File: config.mk
export PLATFORM = sky130hd
export DESIGN_NAME = otter_fetch_queue
export DESIGN_NICKNAME = d
export VERILOG_FILES = /design/src/rtl/otter_fetch_queue_pkg.sv /design/src/rtl/otter_fetch_queue_fifo.sv /design/src/rtl/otter_fetch_queue.sv
export SDC_FILE = /design/constraint.sdc
export NUM_CORES = 1
export LEC_CHECK = 0
export ABC_AREA = 0
export CAP_MARGIN = 40
export CORE_MARGIN = 4
export CORE_UTILIZATION = 58
export CTS_BUF_LIST = sky130_fd_sc_hd__clkbuf_4 sky130_fd_sc_hd__clkbuf_8
export DETAILED_ROUTE_END_ITERATION = 10
export MAX_ROUTING_LAYER = met4
export PLACE_DENSITY = 0.82
export SYNTH_ARGS = -nofsm -noshare
export SYNTH_HDL_FRONTEND = slang
export SYNTH_SLANG_ARGS = --single-unit
File: constraint.sdc
create_clock -name CLK -period 5.53 [get_ports CLK]
set_input_delay 0.8295 -clock CLK [delete_from_list [all_inputs] [get_ports CLK]]
set_output_delay 0.8295 -clock CLK [all_outputs]
set_load 0.01 [all_outputs]
File: src/rtl/otter_fetch_queue_pkg.sv
// rtl/otter_fetch_queue_pkg.sv - shared types and constants for the OTTER fetch front end
//
// Purpose: shared types and constants for the fetch front end.
//   fetch_entry_t      : {pc, ir} pair handed to decode (default 32-bit datapath)
//   FETCH_RESET_VECTOR : PC fetched first after reset
//   FETCH_XLEN         : datapath width that fetch_entry_t is sized for
package otter_fetch_queue_pkg;

  localparam int FETCH_XLEN = 32;
  localparam logic [FETCH_XLEN-1:0] FETCH_RESET_VECTOR = 32'h0000_0000;

  typedef struct packed {
    logic [FETCH_XLEN-1:0] pc;
    logic [FETCH_XLEN-1:0] ir;
  } fetch_entry_t;

endpackage

File: src/rtl/otter_fetch_queue_fifo.sv
// rtl/otter_fetch_queue_fifo.sv - circular prefetch queue holding fetched {pc, ir} entries
//
// Purpose: DEPTH-entry circular queue holding fetched instructions.
// Ports:
//   CLK, RESET      : clock, asynchronous active-high reset
//   clear           : drop every entry (redirect); wins over push/pop
//   push, push_data : write one entry at the tail
//   pop             : retire the head entry (caller guarantees non-empty)
//   head            : head entry, all zero while empty
//   empty, count    : queue status
module fetch_fifo
  import otter_fetch_queue_pkg::*;
#(
  parameter int  DEPTH   = 4,
  parameter type entry_t = fetch_entry_t
) (
  input  logic                         CLK,
  input  logic                         RESET,
  input  logic                         clear,
  input  logic                         push,
  input  entry_t                       push_data,
  input  logic                         pop,
  output entry_t                       head,
  output logic                         empty,
  output logic [$clog2(DEPTH+1)-1:0]   count
);

  localparam int PW = $clog2(DEPTH);
  localparam int CW = $clog2(DEPTH+1);

  entry_t        mem [DEPTH];
  logic [PW-1:0] rd_ptr;
  logic [PW-1:0] wr_ptr;

  // DEPTH is a power of two, so the pointers wrap by plain overflow.
  always_ff @(posedge CLK or posedge RESET) begin
    if (RESET) begin
      rd_ptr <= '0;
      wr_ptr <= '0;
      count  <= '0;
    end else if (clear) begin
      rd_ptr <= '0;
      wr_ptr <= '0;
      count  <= '0;
    end else begin
      if (push) wr_ptr <= wr_ptr + PW'(1);
      if (pop)  rd_ptr <= rd_ptr + PW'(1);
      case ({push, pop})
        2'b10:   count <= count + CW'(1);
        2'b01:   count <= count - CW'(1);
        default: count <= count;
      endcase
    end
  end

  // Storage needs no reset: an entry is only visible once count covers it.
  always_ff @(posedge CLK) begin
    if (push && !clear) mem[wr_ptr] <= push_data;
  end

  assign empty = (count == '0);
  assign head  = empty ? '0 : mem[rd_ptr];

endmodule

File: src/rtl/otter_fetch_queue.sv
// rtl/otter_fetch_queue.sv - OTTER instruction-fetch front end with prefetch queue
//
// Purpose: PC generator, pipelined instruction-memory port and prefetch queue
// feeding {pc, ir} pairs to decode; a redirect flushes everything in one cycle.
// Ports:
//   CLK, RESET              : clock, asynchronous active-high reset
//   imem_rden, imem_addr    : instruction-memory read request (word address)
//   imem_rdata              : read data, valid the cycle after imem_rden
//   redirect, redirect_pc   : taken branch/jump from EX and its target
//   de_valid, de_ready      : handshake with decode
//   de_pc, de_ir            : head entry (zero while empty)
//   occupancy               : number of queued entries
module otter_fetch_queue
  import otter_fetch_queue_pkg::*;
#(
  parameter int              XLEN         = 32,
  parameter int              DEPTH        = 4,
  parameter int              IMEM_AW      = 14,
  parameter logic [XLEN-1:0] RESET_VECTOR = XLEN'(FETCH_RESET_VECTOR)
) (
  input  logic                        CLK,
  input  logic                        RESET,
  output logic                        imem_rden,
  output logic [IMEM_AW-1:0]          imem_addr,
  input  logic [XLEN-1:0]             imem_rdata,
  input  logic                        redirect,
  input  logic [XLEN-1:0]             redirect_pc,
  output logic                        de_valid,
  input  logic                        de_ready,
  output logic [XLEN-1:0]             de_pc,
  output logic [XLEN-1:0]             de_ir,
  output logic [$clog2(DEPTH+1)-1:0]  occupancy
);

  localparam int CW = $clog2(DEPTH+1);

  typedef struct packed {
    logic [XLEN-1:0] pc;
    logic [XLEN-1:0] ir;
  } entry_t;

  logic [XLEN-1:0] fpc;
  logic [XLEN-1:0] inflight_pc;
  logic            inflight;
  logic [XLEN-1:0] issue_pc;
  logic            issue;
  logic            pop;
  logic            push;
  logic [CW:0]     credit;
  logic [CW-1:0]   count;
  logic            empty;
  entry_t          head;
  entry_t          push_data;
  logic            unused_pc_lsbs;

  // Target byte offset within the word is meaningless for fetch.
  assign unused_pc_lsbs = ^redirect_pc[1:0];

  assign pop  = ~empty & de_ready & ~redirect;
  assign push = inflight & ~redirect;

  // Slots that will be committed once the in-flight read lands, net of the
  // entry leaving this cycle; counting the pop lets a freed slot be refilled
  // in the same cycle without a bubble.
  assign credit = {1'b0, count} + {{CW{1'b0}}, inflight} - {{CW{1'b0}}, pop};

  assign issue    = ~RESET & (redirect | (credit < (CW+1)'(DEPTH)));
  assign issue_pc = redirect ? {redirect_pc[XLEN-1:2], 2'b00} : fpc;

  assign imem_rden = issue;
  assign imem_addr = issue_pc[IMEM_AW+1:2];

  always_ff @(posedge CLK or posedge RESET) begin
    if (RESET) begin
      fpc         <= RESET_VECTOR;
      inflight    <= 1'b0;
      inflight_pc <= '0;
    end else begin
      inflight <= issue;
      if (issue) begin
        fpc         <= issue_pc + XLEN'(4);
        inflight_pc <= issue_pc;
      end
    end
  end

  assign push_data = '{pc: inflight_pc, ir: imem_rdata};

  fetch_fifo #(
    .DEPTH   (DEPTH),
    .entry_t (entry_t)
  ) u_fifo (
    .CLK       (CLK),
    .RESET     (RESET),
    .clear     (redirect),
    .push      (push),
    .push_data (push_data),
    .pop       (pop),
    .head      (head),
    .empty     (empty),
    .count     (count)
  );

  assign de_valid  = ~empty;
  assign de_pc     = head.pc;
  assign de_ir     = head.ir;
  assign occupancy = count;

endmodule
### After elaboration in Yosys (flattened, before gate mapping)

Memories as Yosys holds them, arrays and structs flattened.
Index checks and enable logic that the tools add are counted.
W data, S select, Z words.

* add/sub/neg operators: 7
* magnitude comparators: 1
* equal/unequal tests: 2
* multiplexer cells: 10
* bitwise gates (word level): 8
* reductions and logical operators: 6

Operator list (number)
* $mux W64: 1
* $add A32 B3 Y32 const B: 1
* $mux W32: 1
* $mux W2: 4
* $pmux W3 S2: 1
* $add A2 B1 Y2 const B: 2
* $add A3 B1 Y4: 1
* $and A1 B1 Y1: 4
* $lt A4 B3 Y1 const B: 1
* $reduce_bool A2 Y1: 2
* $sub A4 B1 Y4: 1
* $add A3 B1 Y3 const B: 1
* $logic_not A3 Y1: 1
* $mux W3: 1
* $not A1 Y1: 3
* $reduce_bool A3 Y1: 1
* $sub A3 B1 Y3 const B: 1
* $eq A2 B1 Y1 const B: 1
* $eq A2 B2 Y1 const B: 1
* $mux W1: 2
* $logic_and A1 B1 Y1: 1
* $logic_not A1 Y1: 1
* $or A1 B1 Y1: 1

* register bits: 72
* RAM bits: 256
* bits of input ports: 68
* output and inout bits: 83
* word-level logic and storage cells: 41
* memories kept: 1

Memories
* u_fifo.mem: words 4, bits a word 64, read ports 1, clocked after memory_dff 0, write ports 1, RTL line otter_fetch_queue_fifo.sv:31 `entry_t mem [DEPTH];`

### Depth between registers and ports, before layout

Gate-level depths: netlist (run 1).

* depth in word-level cells: 8
* depth in mapped cells: 18
* gate-level depth less buffers: 13

### By module

From an unflattened synthesis (run 1), not the netlist that was laid out.

* cells, all modules: 921
* area total of the unflattened synthesis: 14116.0 um2

Modules (own cells, without submodules)
* fetch_fifo: instances 1, cells an instance 448, area each 10090.9 um2, seq. area each 7862.5 um2
* otter_fetch_queue: instances 1, cells an instance 473, area each 4025.1 um2, seq. area each 1526.5 um2

### Worst setup path before layout (run 1)

OpenSTA, ideal clock, no wires.

* kind: input -> output
* start: input port redirect
* end: output port imem_rden
* data arrival time: 4.051 ns
* setup slack: 0.649 ns
* stages: 16
* path buffers: 8
* path through: buf_2 -> buf_2 -> buf_2 -> clkbuf_1 -> buf_2 -> clkbuf_1 -> nor2_1 -> ha_1 -> inv_1 -> ha_1 -> and3b_4 -> or4b_1 -> and3_1 -> buf_6 -> inv_2 -> clkbuf_1

* word-level cells in the longest chain between the ends: 6

RTL lines
* from (decl): RTL line otter_fetch_queue.sv:26 `input logic redirect,`
* $not A1 Y1: RTL line otter_fetch_queue.sv:59 `assign pop = ~empty & de_ready & ~redirect;`
* $and A1 B1 Y1: RTL line otter_fetch_queue.sv:59
* $sub A4 B1 Y4: RTL line otter_fetch_queue.sv:65 `assign credit = {1'b0, count} + {{CW{1'b0}}, inflight} - {{CW{1'b0}}, pop};`
* $lt A4 B3 Y1: RTL line otter_fetch_queue.sv:67 `assign issue = ~RESET & (redirect | (credit < (CW+1)'(DEPTH)));`
* $or A1 B1 Y1 *: RTL line otter_fetch_queue.sv:67
* $and A1 B1 Y1 *: RTL line otter_fetch_queue.sv:67
* to (decl): RTL line otter_fetch_queue.sv:23 `output logic imem_rden,`

Every way passes the cells marked *; elsewhere a longest branch is shown, timed or not.

### Worst setup path in the final report (run 1)

* start: register u_fifo.count[1]
* end: output port imem_rden

* word-level cells in the longest chain between the ends: 8
* elaborated cells between the ends (all ways): 9
* classes of those cells: add/sub (2); order compare (1); bitwise (5); reduce/logical (1)

RTL lines
* from (decl): RTL line otter_fetch_queue_fifo.sv:25 `output logic [$clog2(DEPTH+1)-1:0] count`
* from (signal assigned): RTL line otter_fetch_queue_fifo.sv:49 `2'b10: count <= count + CW'(1);`
* from (signal assigned): RTL line otter_fetch_queue_fifo.sv:50 `2'b01: count <= count - CW'(1);`
* from (signal assigned): RTL line otter_fetch_queue_fifo.sv:51 `default: count <= count;`
* $logic_not A3 Y1: RTL line otter_fetch_queue_fifo.sv:61 `assign empty = (count == '0);`
* $not A1 Y1: RTL line otter_fetch_queue.sv:59
* $and A1 B1 Y1 (2 in a row): RTL line otter_fetch_queue.sv:59
* $sub A4 B1 Y4 *: RTL line otter_fetch_queue.sv:65
* $lt A4 B3 Y1 *: RTL line otter_fetch_queue.sv:67
* $or A1 B1 Y1 *: RTL line otter_fetch_queue.sv:67
* $and A1 B1 Y1 *: RTL line otter_fetch_queue.sv:67

Marks and branches as above.

==> results.yml, run 1 <==
run_status:
  status: "complete, no violations"
sta:
  setup-violations-final: 0
  max_freq_mhz: 211
  fin_skew_ns: 0.0214
  rsz0062_at_grt: "no"
  period_minus_slack_ns: 4.73
  maxSlewViolCount: 0
  holdWs_ns: 0.514
  setup_tns_ns: 0
  tightest_slew_ns: 0.867
  finalCritPeriodShare_pct: 85.6
  final_hold_viol_count: 0
  relSlewSlack_pct: 42.2
global_routing:
  grt_use_total_pct: 22.5
  grt_overflow: 0
  grt_pass1_wl_mm: 45.1
  grt_max_degree: 74
  grt_pass1_vias: 8261
  antenna_found_initial: 0
yosys:
  netlist.area_leader.share_pct: 54.8
  yosysTopAreaCell: "edfxtp_1"
  async_flop_share_pct: 21.5
  avgSynthCellArea_sq_um: 15.5
  synth_edf_count: 248
  yosysWarnings: 0
  synth.area.top_cells: "edfxtp_1, dfrtp_1, mux4_2"
  synth_seq_cells: 316
  syn_area_sq_um: 13600
  synth_cell_types: 59
  ys_seq_area_share_pct: 67.3
  syn_inst: 878
  ys_dominant_reg_cell: "edfxtp_1"
drt:
  viasPerCell: 5.74
  wirelength_mm: 27.8
  via_count: 7955
  first_pass_iters: 8
  drc: 0
  drt_iter0_drc: 611
  ant_nets: 0
  routedWlPerCell_um: 20.0
cts:
  cts_made_buffers: 49
  worstSkewPairLatency_ns: 0.57
  cts_tree: "built"
  root_buffer: "clkbuf_8"
  post_cts_buffers: 0
  clkSlewWorstSetupHoldPaths_ns: 0.06
  clock_sinks: 316
  ctsResizeCount: 0
  postCtsHoldBufs: 0
  clockBufferDepth: 3
  htreeDepth: 2
power:
  leakagePower_nw: 5.64
  ir_drop_mv: 0.517
  p_per_area_nw_per_um2: 529
critical_path:
  cp-start-kind: "register"
  crit_required_ns: 4.70
  reg2reg_depth: 14
  reg2reg_to: "fpc[28]"
  critPathLaunch: "u_fifo.count[1]"
  end_kind: "primary output"
  worst_path_most_repeated_cell: "ha_1"
  r2r_setup_slack_ns: 1.59
  worstReg2RegStart: "u_fifo.count[1]"
  worstPathCellList: "or3_2, nand2_1, nor2_1, ha_1, inv_1, ha_1, and3b_4, or4b_1, and3_1, inv_2, clkdlybuf4s50_1"
  crit_path_max_incr_delay_ns: 0.54
  crit_arrival_ns: 3.90
  path_class: "register to primary output"
  cp_slowest_cell: "or3_2"
  cp_max_fo: 6
  crit_end: "imem_rden"
finish:
  area_growth_pct: 21.1
  drive_gt1_share_pct: 17.9
  postLayoutCoreUtil_pct: 72.1
  nets: 1110
  mostFrequentLayoutCell: "edfxtp_1"
  diodes: 0
  layout_common_cells: "edfxtp_1, clkdlybuf4s50_1, nor2_1, dfrtp_1, and2_1"
run:
  maxCapViolCount: 0
floorplan:
  start_util_pct: 59.5
  ios: 151
  core_sq_um: 22800
  rows: 55
  die_h_um: 161
  dieArea_sq_um: 26000
  die_x_um: 161
placed_design:
  gp_congestion: 0.841
  dp_hpwl_mm: 17.6
  port_buffers: 146
hold_path:
  hp-class: "register to register"
-- critical path, delay by kind of cell (launching register included) --
kind / cells / cell delay [ns]
AND/OR/NAND/NOR: 6 / 1.79
adder cells (fa/ha/maj): 2 / 0.42
buffers and inverters: 3 / 0.69
flip-flops: 1 / 0.46
-- cell families after synthesis --
family | after synthesis | synth area share [%]
flops | 316 | 67.3
simple gates | 262 | 10.0
mux | 94 | 12.7
compound gates | 88 | 4.31
buf+inv | 77 | 2.76
xor+xnor | 31 | 2.00
fa+ha+maj | 9 | 0.883
other cells | 1 | 0.0276
-- metal layers --
layer / global-route usage (%) / vias to the layer above / share of wire, %
li1: - / 3633 / -
met1: 30.8 / 3983 / 42
met2: 36.1 / 296 / 50
met3: 3.50 / 43 / 5.9
met4: 5.89 / 0 / 1.8
met5: - / - / 0
-- final cells by class --
type                    instances  area [sq um]
well taps                     313           392
multi-input cells             486          4080
repair buffers                165          1640
inverters                      15          56.3
clock buffers                  61           764
flip-flops and latches        316          9150
clock inverters                30           377
fillers                      1479          6380
-- synthesized netlist by cell type (3+ instances only) --
| master | n |
|---|---|
| o21ai_0 | 16 |
| a221o_1 | 3 |
| mux4_2 | 62 |
| inv_1 | 14 |
| nand2_1 | 47 |
| nand4_1 | 7 |
| nand3_1 | 16 |
| nand3b_1 | 5 |
| or3_1 | 4 |
| nor3_1 | 15 |
| nand4b_1 | 5 |
| mux2_2 | 12 |
| a21oi_1 | 28 |
| and2_1 | 67 |
| buf_1 | 9 |
| nand2b_1 | 7 |
| o211ai_1 | 7 |
| a21o_1 | 3 |
| o2111ai_1 | 4 |
| xor2_1 | 11 |
| nor2_1 | 68 |
| and3_1 | 4 |
| xnor2_1 | 20 |
| mux2i_1 | 20 |
| ha_1 | 8 |
| nor2b_1 | 9 |
| buf_4 | 17 |
| a31oi_1 | 6 |
| edfxtp_1 | 248 |
| clkbuf_1 | 28 |
| buf_2 | 6 |
| dfrtp_1 | 68 |
-- registers in the layout, indices dropped and copies added, names as in the netlist --
| signal | count |
|---|---|
| u_fifo.mem | 248 |
| fpc | 30 |
| inflight_pc | 30 |
| u_fifo.count | 3 |
| u_fifo.rd_ptr | 2 |
| u_fifo.wr_ptr | 2 |
| inflight | 1 |
-- report_power, final --
group	leakage (nW)	switching [mW]	internal, mW
Sequential	3.03	0.381	3.21
Clock	0.593	0.901	1.34
Combinational	2.01	1.39	1.49
-- stage by stage --
step                total power [mW]  area (sq um)  setup WS (ns)  instances
floorplan                       5.30         13600          0.649        879
CTS                             8.81         16500          0.730       1386
finish                          8.71         16500          0.797       1386
global route                    9.23         16500          0.612       1386
detailed placement              6.55         15300           1.03       1295
global placement                6.41         15300           1.05       1292
-- how the worst min path moves through the flow --
stage | start | cells past startpoint | to | slack [ns]
floorplan | fpc[3] | 2 | fpc[3] | 0.46
global placement | fpc[3] | 2 | fpc[3] | 0.48
detailed placement | fpc[9] | 2 | fpc[9] | 0.50
CTS | fpc[9] | 2 | fpc[9] | 0.51
global route | inflight_pc[22] | 0 | u_fifo.mem[3][54] | 0.54
finish | fpc[3] | 2 | fpc[3] | 0.51
No activity file was read; power rests on OpenSTA's default activity.
==> inputs of run 2 (changes only) <==
--- a/config.mk
+++ b/config.mk
@@ -12,7 +12,8 @@
 export CTS_BUF_LIST = sky130_fd_sc_hd__clkbuf_4 sky130_fd_sc_hd__clkbuf_8
 export DETAILED_ROUTE_END_ITERATION = 10
 export MAX_ROUTING_LAYER = met4
-export PLACE_DENSITY = 0.82
+export PLACE_DENSITY_LB_ADDON = 0.25
+export REMOVE_ABC_BUFFERS = 1
 export SYNTH_ARGS = -nofsm -noshare
 export SYNTH_HDL_FRONTEND = slang
 export SYNTH_SLANG_ARGS = --single-unit
==> constraint.sdc (replaced) <==
create_clock -name CLK -period 4.4 [get_ports CLK]
set_input_delay 0.66 -clock CLK [delete_from_list [all_inputs] [get_ports CLK]]
set_output_delay 0.66 -clock CLK [all_outputs]
set_load 0.01 [all_outputs]
==> run 2 against run 1 <==
Flip-flop and latch count unchanged. Sequential share of layout area increased by 0.22 points. Utilization decreased by 0.27 points. Global-route usage decreased by 1.1 points. Critical path depth unchanged. Critical path type unchanged.
==> results.yml, run 2 (synthesis results as in run 1) <==
critical_path:
  reg2reg_depth: 14
  worstPathCellList: "or3_2, nand2_4, nor2_1, ha_1, inv_1, ha_1, and3b_4, or4b_1, and3_2, inv_2, dlymetal6s2s_1"
  cp_slowest_cell: "or3_2"
  cp_max_fo: 6
  crit_required_ns: 3.74
  end_kind: "primary output"
  critPathLaunch: "u_fifo.count[1]"
  crit_path_max_incr_delay_ns: 0.52
  cp-start-kind: "register"
  crit_arrival_ns: 3.27
  path_class: "register to primary output"
  worstReg2RegStart: "u_fifo.count[1]"
  worst_path_most_repeated_cell: "ha_1"
floorplan:
  dieArea_sq_um: 26000
  start_util_pct: 59.5
  ios: 151
  die_x_um: 161
  die_h_um: 161
  rows: 55
  core_sq_um: 22800
power:
  p_int_mw: 7.33
  pwr-share-seq_pct: 42.6
  combPwrFrac_pct: 33.9
  p_per_area_nw_per_um2: 645
  p_clk_share_pct: 23.5
  totalPowerFinal_mw: 10.6
  switchingPower_mw: 3.24
  ir_drop_mv: 0.843
  leakagePower_nw: 5.62
  swShare_pct: 30.7
cts:
  postCtsHoldBufs: 0
  root_buffer: "clkbuf_8"
  worstSkewPairLatency_ns: 0.55
  clock_sinks: 316
  clockBufferDepth: 3
  cts_tree: "built"
  htreeDepth: 2
  clkSlewWorstSetupHoldPaths_ns: 0.06
  cts_made_buffers: 49
global_routing:
  grt_pass1_vias: 8089
  grt_pass1_wl_mm: 42.8
  grt_use_total_pct: 21.4
  grt_overflow: 0
  antenna_found_initial: 0
  grt_max_degree: 65
finish:
  area_growth_pct: 20.7
  layoutNonFillerInstCount: 1387
  largest_reg_flops: 248
  layout_common_cells: "edfxtp_1, clkdlybuf4s50_1, nor2_1, dfrtp_1, and2_1"
  diodes: 0
  final_cell_area_sq_um: 16400
  top_regs: "u_fifo.mem (248), fpc (30), inflight_pc (30)"
  postLayoutCoreUtil_pct: 71.8
  mostFrequentLayoutCell: "edfxtp_1"
  nets: 1110
  drive_gt1_share_pct: 18.3
  largest_register: "u_fifo.mem"
drt:
  drt_iter0_drc: 535
  wirelength_mm: 26.5
  ant_nets: 0
  viasPerCell: 5.64
  routedWlPerCell_um: 19.1
  first_pass_iters: 5
  drc: 0
  via_count: 7820
run:
  maxCapViolCount: 0
placed_design:
  dp_cells: 1293
  gp_congestion: 0.817
  place_area_sq_um: 15300
  post-place-ws_ns: 0.373
  port_buffers: 146
  dp_hpwl_mm: 16.6
run_status:
  status: "complete, no violations"
hold_path:
  hold_start: "fpc[3]"
  min_path_cells: 2
  hp-class: "register to register"
sta:
  final_hold_viol_count: 0
  relSlewSlack_pct: 54.5
  period_minus_slack_ns: 3.93
  max_freq_mhz: 254
  finalCritPeriodShare_pct: 89.3
  tightest_slew_ns: 0.682
  setup-violations-final: 0
  maxSlewViolCount: 0
  timing.final.ws_setup_ns: 0.469
  rsz0062_at_grt: "no"
  fin_skew_ns: 0.00998
## run 2: critical path: cells and delay by family, from the launching register on
family,cells,cell delay [ns]
AND/OR/NAND/NOR,6,1.61
flip-flops,1,0.43
adder cells (fa/ha/maj),2,0.41
buffers and inverters,3,0.27
## run 2: final cells by class
cell class                      count  area [sq um]
Clock inverter                     16           110
Multi-Input combinational cell    486          4100
Sequential cell                   316          9160
Inverter                           15          56.3
Tap cell                          313           392
Timing Repair Buffer              165          1680
Fill cell                        1530          6440
Clock buffer                       76           921
## run 2: final timing paths
check	to	slack, ns
min in group asynchronous	u_fifo.count[2]	0.77
worst min register to register	fpc[3]	0.51
max in group asynchronous	u_fifo.count[1]	3.22
worst min-delay path	fpc[3]	0.51
worst max register to register	fpc[28]	0.68
worst max-delay path	imem_rden	0.47
## run 2: power by group through the flow
stage | Sequential (mW) | Clock [mW] | Combinational [mW]
floorplan | 4.51 | 0 | 2.03
global placement | 4.54 | 0 | 3.58
detailed placement | 4.57 | 0 | 3.63
CTS | 4.52 | 2.54 | 3.65
global route | 4.60 | 2.69 | 3.92
finish | 4.50 | 2.48 | 3.59
## run 2: routing by layer
layer | vias up | part of all wire [%] | global-route usage (%)
li1 | 3637 | - | -
met1 | 3920 | 45 | 29.1
met2 | 225 | 48 | 34.1
met3 | 38 | 5.3 | 3.78
met4 | 0 | 2.0 | 5.78
met5 | - | 0 | -
## run 2: through the flow
stage / setup TNS [ns] / hold WS (ns)
after floorplan: -4.59 / 0.457
after global placement: 0 / 0.489
after detailed placement: 0 / 0.490
after CTS: 0 / 0.505
after global routing: 0 / 0.531
final: 0 / 0.509
## run 2: timing repair
item / CTS / global route
buffers inserted: 0 / 2
endpoints found under the setup margin: 1 / 1
resized for setup: 1 / 3
==> inputs of run 3 (changes only) <==
--- a/config.mk
+++ b/config.mk
@@ -8,8 +8,7 @@
 export ABC_AREA = 0
 export CAP_MARGIN = 40
 export CORE_MARGIN = 4
-export CORE_UTILIZATION = 58
-export CTS_BUF_LIST = sky130_fd_sc_hd__clkbuf_4 sky130_fd_sc_hd__clkbuf_8
+export CORE_UTILIZATION = 56
 export DETAILED_ROUTE_END_ITERATION = 10
 export MAX_ROUTING_LAYER = met4
 export PLACE_DENSITY_LB_ADDON = 0.25
==> run 3 against run 2 <==
Worst setup slack gained 0.0092 ns. Global-route usage fell by 0.30 points. Clock power down 3%. Worst hold slack improved by 0.00086 ns. Critical path type unchanged. Critical endpoint unchanged.
==> results.yml, run 3 (synthesis results as in run 1) <==
run_status:
  status: "complete, no violations"
floorplan:
  rows: 56
  core_sq_um: 23700
  start_util_pct: 57.4
  die_x_um: 164
  dieArea_sq_um: 26800
  die_h_um: 164
  ios: 151
finish:
  fill_cells: 1660
  top_regs: "u_fifo.mem (248), fpc (30), inflight_pc (30)"
  largest_register: "u_fifo.mem"
  diodes: 0
  postLayoutCoreUtil_pct: 68.9
  layout_common_cells: "edfxtp_1, clkdlybuf4s50_1, nor2_1, dfrtp_1, and2_1"
  area_growth_pct: 20.1
  largest_reg_flops: 248
  final_cell_area_sq_um: 16300
  mostFrequentLayoutCell: "edfxtp_1"
  nets: 1089
  drive_gt1_share_pct: 14.9
critical_path:
  path_buf_inv: 3
  crit_required_ns: 3.74
  crit_arrival_ns: 3.26
  cp_top_family: "simple AND/OR/NAND/NOR gates"
  worstPathCellList: "or3_2, nand2_4, nor2_1, ha_1, inv_1, ha_1, and3b_4, or4b_1, and3_2, inv_2, dlymetal6s2s_1"
  crit_path_max_incr_delay_ns: 0.53
  worst_path_most_repeated_cell: "ha_1"
  end_kind: "primary output"
  cp-start-kind: "register"
  cp_slowest_cell: "or3_2"
  path_class: "register to primary output"
  cp_max_fo: 6
cts:
  worstSkewPairLatency_ns: 0.54
  postCtsHoldBufs: 0
  cts_tree: "built"
  clockBufferDepth: 3
  clkSlewWorstSetupHoldPaths_ns: 0.06
  post_cts_buffers: 0
  cts_made_buffers: 31
  htreeDepth: 1
  root_buffer: "clkbuf_16"
  clock_sinks: 316
power:
  p_clk_share_pct: 22.9
  switchingPower_mw: 3.21
  leakagePower_nw: 5.53
  pwr-share-seq_pct: 42.7
  swShare_pct: 30.5
  ir_drop_mv: 0.692
  p_int_mw: 7.31
  combPwrFrac_pct: 34.4
  totalPowerFinal_mw: 10.5
  p_per_area_nw_per_um2: 644
sta:
  fin_skew_ns: 0.0164
  maxSlewViolCount: 0
  holdWs_ns: 0.509
  max_freq_mhz: 255
  rsz0062_at_grt: "no"
  finalCritPeriodShare_pct: 89.1
  final_hold_viol_count: 0
  setup-violations-final: 0
  tightest_slew_ns: 0.684
  period_minus_slack_ns: 3.92
  relSlewSlack_pct: 54.4
placed_design:
  dp_hpwl_mm: 16.5
  place_area_sq_um: 15400
  port_buffers: 146
  gp_congestion: 0.844
drt:
  routedWlPerCell_um: 19.7
  drt_iter0_drc: 695
  drc: 0
  wirelength_mm: 26.7
  viasPerCell: 5.68
  via_count: 7690
  ant_nets: 0
  first_pass_iters: 5
global_routing:
  grt_pass1_vias: 7928
  grt_overflow: 0
  antenna_found_initial: 0
  grt_use_total_pct: 21.1
  grt_max_degree: 101
  grt_pass1_wl_mm: 43.2
run:
  maxCapViolCount: 0
hold_path:
  hp-class: "register to register"
==> run 3: cell count changes in the layout (fill, tap and decap cells not counted) <==
cell / change
clkbuf_16: +31
clkbuf_1: +8
buf_4: -3
buf_16: +3
clkinv_1: -3
clkinv_2: +3
inv_8: -1
clkbuf_8: -50
buf_12: -3
inv_6: -2
bufinv_16: -1
clkbuf_4: -20
==> run 3: repair_timing <==
action	CTS	global route
gates resized for setup	1	3
endpoints found under the setup margin	1	1
hold endpoints to repair	0	0
cloned	0	0
==> run 3: layout make-up <==
class                   instances  area, sq um  area share (%)
clock buffers                  45          888            5.44
clock inverters                12         55.1           0.337
inverters                      15         56.3           0.345
multi-input cells             486         4100            25.1
flip-flops and latches        316         9160            56.1
well taps                     319          399            2.44
repair buffers                162         1680            10.3
==> run 3: per-layer routing <==
layer	GRT usage (%)	vias up	share of wire, %
met1	29.3	3863	43
li1	-	3570	-
met5	-	-	0
met4	3.93	0	1.4
met2	34.3	224	49
met3	2.99	33	5.8
==> run 3: path summary, 6_finish.rpt <==
path | start | end | slack [ns] | depth (start not counted)
max reg2reg | u_fifo.count[1] | fpc[28] | 0.69 | 14
min | fpc[3] | fpc[3] | 0.51 | 2
min in group asynchronous | RESET | fpc[27] | 0.71 | 3
max | u_fifo.count[1] | imem_rden | 0.48 | 11
min reg2reg | fpc[3] | fpc[3] | 0.51 | 2
max in group asynchronous | RESET | u_fifo.rd_ptr[0] | 3.03 | 3
==> run 3: power groups by stage <==
stage	logic (mW)	registers [mW]	clock network [mW]
floorplan	2.03	4.51	0
global placement	3.57	4.53	0
detailed placement	3.68	4.56	0
CTS	3.70	4.50	2.47
global route	3.97	4.59	2.61
finish	3.62	4.49	2.41
==> run 3: through the flow <==
stage | instances | setup WS (ns) | setup TNS [ns]
2_1_floorplan | 817 | -0.366 | -4.59
3_3_place_gp | 1294 | 0.372 | 0
3_5_place_dp | 1298 | 0.337 | 0
4_1_cts | 1355 | 0.0102 | 0
5_1_grt | 1355 | 0.364 | 0
6_report | 1355 | 0.479 | 0
==> run 3: worst reg2reg max path, delay by kind of cell, from the launching register on <==
| family | cells | cell delay (ns) |
|---|---|---|
| AND/OR/NAND/NOR | 7 | 1.79 |
| buffers and inverters | 3 | 0.63 |
| flip-flops | 1 | 0.45 |
| adder cells (fa/ha/maj) | 2 | 0.39 |
| multiplexers | 1 | 0.30 |
| AO/OA/AOI/OAI | 1 | 0.06 |
